### src/rtl/gpio_port.sv
// gpio_port: memory-mapped GPIO page for the 6502 system bus.
// Per-bit direction, atomic set/clear/toggle writes, multi-stage input
// synchronisers and registered read data (valid one cycle after rs).
// Optional build macro GPIO_IRQ_EN adds per-bit edge-detect interrupts
// (IEN/IFLG/EDGE registers and the irq output). Without it, rs=2,3,4
// read 0 and ignore writes, and irq is tied low.
module gpio_port #(
  parameter int WIDTH       = 8,
  parameter int SYNC_STAGES = 2
) (
  input  logic             clk,
  input  logic             reset,
  input  logic             cs,
  input  logic             we,
  input  logic [2:0]       rs,
  input  logic [7:0]       din,
  output logic [7:0]       dout,
  input  logic [WIDTH-1:0] gpio_i,
  output logic [WIDTH-1:0] gpio_o,
  output logic [WIDTH-1:0] gpio_oe,
  output logic             irq
);

  localparam logic [2:0] RS_DATA = 3'd0;
  localparam logic [2:0] RS_DIR  = 3'd1;
  localparam logic [2:0] RS_IEN  = 3'd2;
  localparam logic [2:0] RS_IFLG = 3'd3;
  localparam logic [2:0] RS_EDGE = 3'd4;
  localparam logic [2:0] RS_SET  = 3'd5;
  localparam logic [2:0] RS_CLR  = 3'd6;
  localparam logic [2:0] RS_TGL  = 3'd7;

  logic             wr;
  logic [WIDTH-1:0] wdat;
  logic [WIDTH-1:0] data_next;
  logic [WIDTH-1:0] sync_q [SYNC_STAGES];
  logic [WIDTH-1:0] sync;
  logic [WIDTH-1:0] ien_rd;
  logic [WIDTH-1:0] iflg_rd;
  logic [WIDTH-1:0] edge_rd;
  logic [WIDTH-1:0] rd_w;
  logic [7:0]       rd_byte;

  assign wr   = cs & we;
  assign wdat = din[WIDTH-1:0];
  assign sync = sync_q[SYNC_STAGES-1];

  // Next output data: plain load or atomic set/clear/toggle.
  always_comb begin
    data_next = gpio_o;
    if (wr) begin
      case (rs)
        RS_DATA: data_next = wdat;
        RS_SET:  data_next = gpio_o | wdat;
        RS_CLR:  data_next = gpio_o & ~wdat;
        RS_TGL:  data_next = gpio_o ^ wdat;
        default: data_next = gpio_o;
      endcase
    end
  end

  // Output data register.
  always_ff @(posedge clk or posedge reset) begin
    if (reset) gpio_o <= '0;
    else       gpio_o <= data_next;
  end

  // Direction register; a 1 bit drives the pin.
  always_ff @(posedge clk or posedge reset) begin
    if (reset)                    gpio_oe <= '0;
    else if (wr && rs == RS_DIR)  gpio_oe <= wdat;
  end

  // Input synchroniser chain; the last stage is the usable pin value.
  always_ff @(posedge clk or posedge reset) begin
    if (reset) begin
      for (int i = 0; i < SYNC_STAGES; i++) sync_q[i] <= '0;
    end else begin
      sync_q[0] <= gpio_i;
      for (int i = 1; i < SYNC_STAGES; i++) sync_q[i] <= sync_q[i-1];
    end
  end

`ifdef GPIO_IRQ_EN
  logic [WIDTH-1:0] ien_q;
  logic [WIDTH-1:0] iflg_q;
  logic [WIDTH-1:0] edge_q;
  logic [WIDTH-1:0] prev_q;
  logic [WIDTH-1:0] det;
  logic [WIDTH-1:0] clr_mask;

  // Edge seen on input bits only; EDGE picks rising (0) or falling (1).
  assign det = ~gpio_oe & ((~edge_q & ~prev_q & sync) | (edge_q & prev_q & ~sync));
  assign clr_mask = (wr && rs == RS_IFLG) ? wdat : '0;

  // History flop holding the previous synchronised value.
  always_ff @(posedge clk or posedge reset) begin
    if (reset) prev_q <= '0;
    else       prev_q <= sync;
  end

  // Interrupt enable and edge polarity registers.
  always_ff @(posedge clk or posedge reset) begin
    if (reset) begin
      ien_q  <= '0;
      edge_q <= '0;
    end else if (wr) begin
      if (rs == RS_IEN)  ien_q  <= wdat;
      if (rs == RS_EDGE) edge_q <= wdat;
    end
  end

  // Flags: write-1-to-clear, but a new edge in the same cycle wins.
  always_ff @(posedge clk or posedge reset) begin
    if (reset) iflg_q <= '0;
    else       iflg_q <= (iflg_q & ~clr_mask) | det;
  end

  // Registered interrupt request from enabled pending flags.
  always_ff @(posedge clk or posedge reset) begin
    if (reset) irq <= 1'b0;
    else       irq <= |(iflg_q & ien_q);
  end

  assign ien_rd  = ien_q;
  assign iflg_rd = iflg_q;
  assign edge_rd = edge_q;
`else
  assign ien_rd  = '0;
  assign iflg_rd = '0;
  assign edge_rd = '0;
  assign irq     = 1'b0;
`endif

  // Read mux; bits at and above WIDTH read as zero.
  always_comb begin
    rd_w = '0;
    case (rs)
      RS_DATA: rd_w = (gpio_o & gpio_oe) | (sync & ~gpio_oe);
      RS_DIR:  rd_w = gpio_oe;
      RS_IEN:  rd_w = ien_rd;
      RS_IFLG: rd_w = iflg_rd;
      RS_EDGE: rd_w = edge_rd;
      default: rd_w = '0;
    endcase
    rd_byte = 8'h00;
    rd_byte[WIDTH-1:0] = rd_w;
  end

  // Read data is registered every cycle from rs, independent of cs.
  always_ff @(posedge clk or posedge reset) begin
    if (reset) dout <= 8'h00;
    else       dout <= rd_byte;
  end

endmodule

### config.mk
export PLATFORM = sky130hd
export DESIGN_NAME = gpio_port
export DESIGN_NICKNAME = d
export VERILOG_FILES = /design/src/rtl/gpio_port.sv
export SDC_FILE = /design/constraint.sdc
export NUM_CORES = 1
export LEC_CHECK = 0
export CELL_PAD_IN_SITES_DETAIL_PLACEMENT = 1
export CELL_PAD_IN_SITES_GLOBAL_PLACEMENT = 1
export CORE_ASPECT_RATIO = 0.5
export CORE_MARGIN = 4
export CORE_UTILIZATION = 41
export CTS_CLUSTER_DIAMETER = 100
export DETAILED_ROUTE_END_ITERATION = 10
export PLACE_DENSITY_LB_ADDON = 0.08
export RECOVER_POWER = 100
export REMOVE_ABC_BUFFERS = 1
export SETUP_SLACK_MARGIN = 0.05
export SLEW_MARGIN = 20
export SYNTH_ARGS = -nofsm -noshare
export SYNTH_HDL_FRONTEND = slang
export SYNTH_SLANG_ARGS = --single-unit
### constraint.sdc
create_clock -name clk -period 2.85 [get_ports clk]
set_input_delay 0.4275 -clock clk [delete_from_list [all_inputs] [get_ports clk]]
set_output_delay 0.4275 -clock clk [all_outputs]
set_load 0.01 [all_outputs]
==> run summary <==
Rows: 17
Setup CP Type: primary input to register
First-pass GRT wire length: 8.100 mm
MaxCap Viol Count: 0
Ports: 48
Clk root buf: clkbuf_8
Commonest non-fill, non-tap cell in the layout: dfrtp_1
Number of global-route vias before repair: 1593
Area growth, synth to finish: 27.17%
Initial antenna violation count: 0
Fin. max-slew vios: 0
Critical Path Fanout Max: 16
Met2 wire length: 2.163 mm
Fillers: 513
Final hold violation count: 0
# clock sinks: 40
Synth Cell Area: 0.001962 mm²
GPL Wtd Cong: 0.7396
Min cycle time layout: 2.329 ns
Commonest non-fill, non-tap cells in the layout: dfrtp_1, dlygate4sd3_1, inv_1
Residual DRC: 0
HP Class: register to register
Die outline height: 56.92 µm
Total negative setup slack: 0 ns
Worst-margin pin slew: 0.9845 ns
Postcts setup bufs: 0
Share of cells above drive strength 1: 7.048%
Min-Delay Startpoint: sync_q[13]
Mux cell area share after synthesis: 4.082%
Clock slew at reported path FFs: 0.08 ns
Final wirelength: 4.632 mm
# H-tree levels: 2
Syn avg cell area: 10.90 µm²
PostCTS Resize Cnt: 0
Die area: 0.006023 mm²
Crit path DAT: 2.46 ns
FMAX: 0.4294 GHz
Worst-Skew Late Latency: 0.29 ns
R2R depth: 6
Core ar.: 0.004509 mm²
Starting Density: 43.51%
Synth Register Bits: 40
Largest family of logic cells by synthesized area: compound AO/OA/AOI/OAI gates
Cts bufs inserted: 5
Worst setup margin: 0.5214 ns
Initial DRC Count: 28
I/O Buffers: 46
DIE WIDTH: 105.8 µm
Gr usage total: 17.35%
Cells after Synth: 180
Status: finished, final reports clean
CTS tree: yes
Tcrit/Tclk final: 81.71%
Top Layer Used: met4
Simple-gate area share of the yosys netlist: 7.398%
Met3 wire len: 215 µm
Post-synthesis sequential area ratio: 51.02%
RSZ-0062 raised after global routing: no
Worst flop-to-flop path startpoint: gpio_o[7]
Layout Cells excl Fill: 293
Compound-Gate Fraction of Synth Area: 19.01%
CTS Hold Bufs: 0
Cell depth of the worst hold path: 0
Hold_ws: 0.3532 ns
Drt pass-1 iters: 4
Worst setup EP type: register
Synth Area in XOR/XNOR: 0%
Total overflow reported by the global router: 0
Final Core Density: 55.33%
Wire per inst: 15.81 µm
Placed cell count: 286
Synth cell types: 27
Adder-Cell Fraction of Synth Area: 10.20%
Startpoint Class: primary input
Dpl hpwl: 3.256 mm
Critical Path Start: rs[1]
Leak: 1.258 nW
WL met1: 2.177 mm
Pin count of the biggest net entering global routing: 41
Vias/cell: 4.939
Clock Skews: 0.003356 ns
Max rail drop VDD: 0.0002399 V
Place WS: 0.4009 ns
Yosys warns: 0
Number of diodes: 0
Worst Path Required: 2.99 ns
Antenna Nets Post-Route: 0
Pwr/cell area: 567.0 mW/mm²
Via count: 1447
Clock Path Buffers: 2
Final #Nets: 266
Slew headroom: 34.37%
Final setup vio count: 0
state kept, by name (all words and copies together) (netlist names):
register  count
dout          8
gpio_o        8
gpio_oe       8
sync          8
sync_q        8
cells by family (layout without fill, tap and decap cells):
kind of cell | after synthesis | after routing
muxes | 8 | 8
DFF | 40 | 40
AOI/OAI and AO/OA | 50 | 50
adders and majority gates | 16 | 16
other | 1 | 1
buffers and inverters | 30 | 77
and+or+nand+nor | 35 | 35
per-stage QoR:
| stage | area, µm² | power (mW) |
|---|---|---|
| finish | 2495 | 1.415 |
| detailed placement | 2459 | 1.113 |
| global placement | 2459 | 1.089 |
| CTS | 2536 | 1.483 |
| floorplan | 1871 | 0.8901 |
| global route | 2495 | 1.519 |
path summary, 6_finish.rpt:
kind | endpoint | slack, ns
max | gpio_oe[0] | 0.52
min | sync[5] | 0.35
max reg2reg | gpio_o[7] | 1.39
min reg2reg | sync[5] | 0.35
max in group asynchronous | dout[5] | 1.35
min in group asynchronous | sync[6] | 0.90
final cells by class:
type / count / area (µm²) / share of cell area [%]
sequential: 40 / 1001 / 40.12
multi-input combinational: 110 / 767.0 / 30.74
timing repair buffer: 52 / 499.2 / 20.01
tap: 66 / 82.58 / 3.310
clock buffer: 6 / 72.57 / 2.909
inverter: 18 / 67.56 / 2.708
clock inverter: 1 / 5.005 / 0.2006
worst max-delay path, stage by stage:
cell and delay [ns]:
dlygate4sd3_1 0.55, or2_0 0.47, or3_1 0.71, nand2_1 0.17
o21ai_0 0.13
power by group:
part           switching [mW]  leakage, nW  internal (mW)
Clock                   0.191       0.0410          0.167
Sequential             0.0643        0.496          0.634
Combinational           0.172        0.720          0.187
Total                   0.427         1.26          0.987
layer usage:
metal,track usage [%],vias up
li1,-,699
met1,22.10,705
met2,28.99,33
met3,5.166,10
met4,4.982,0
met5,0,-
cell usage after synthesis, drive strengths merged:
library cell  instances  area, µm²
ha                   16      200.2
clkbuf                2      7.510
inv                  18      67.56
a22o                  8      70.07
or2                   1      6.260
buf                  10      83.82
conb                  1      3.750
a21o                  8      60.06
dfrtp                40       1001
a211oi                8      60.06
nor2b                 1      6.260
nor2                 15      56.30
o211ai                1      21.27
nor3                  1      5.000
o21a                  1      7.510
a311oi                1      8.760
mux2i                 8      80.08
o21ai                15      105.1
nand2                16      65.06
or3                   1      6.260
a21oi                 8      40.04
No activity file was read; power rests on OpenSTA's default activity.
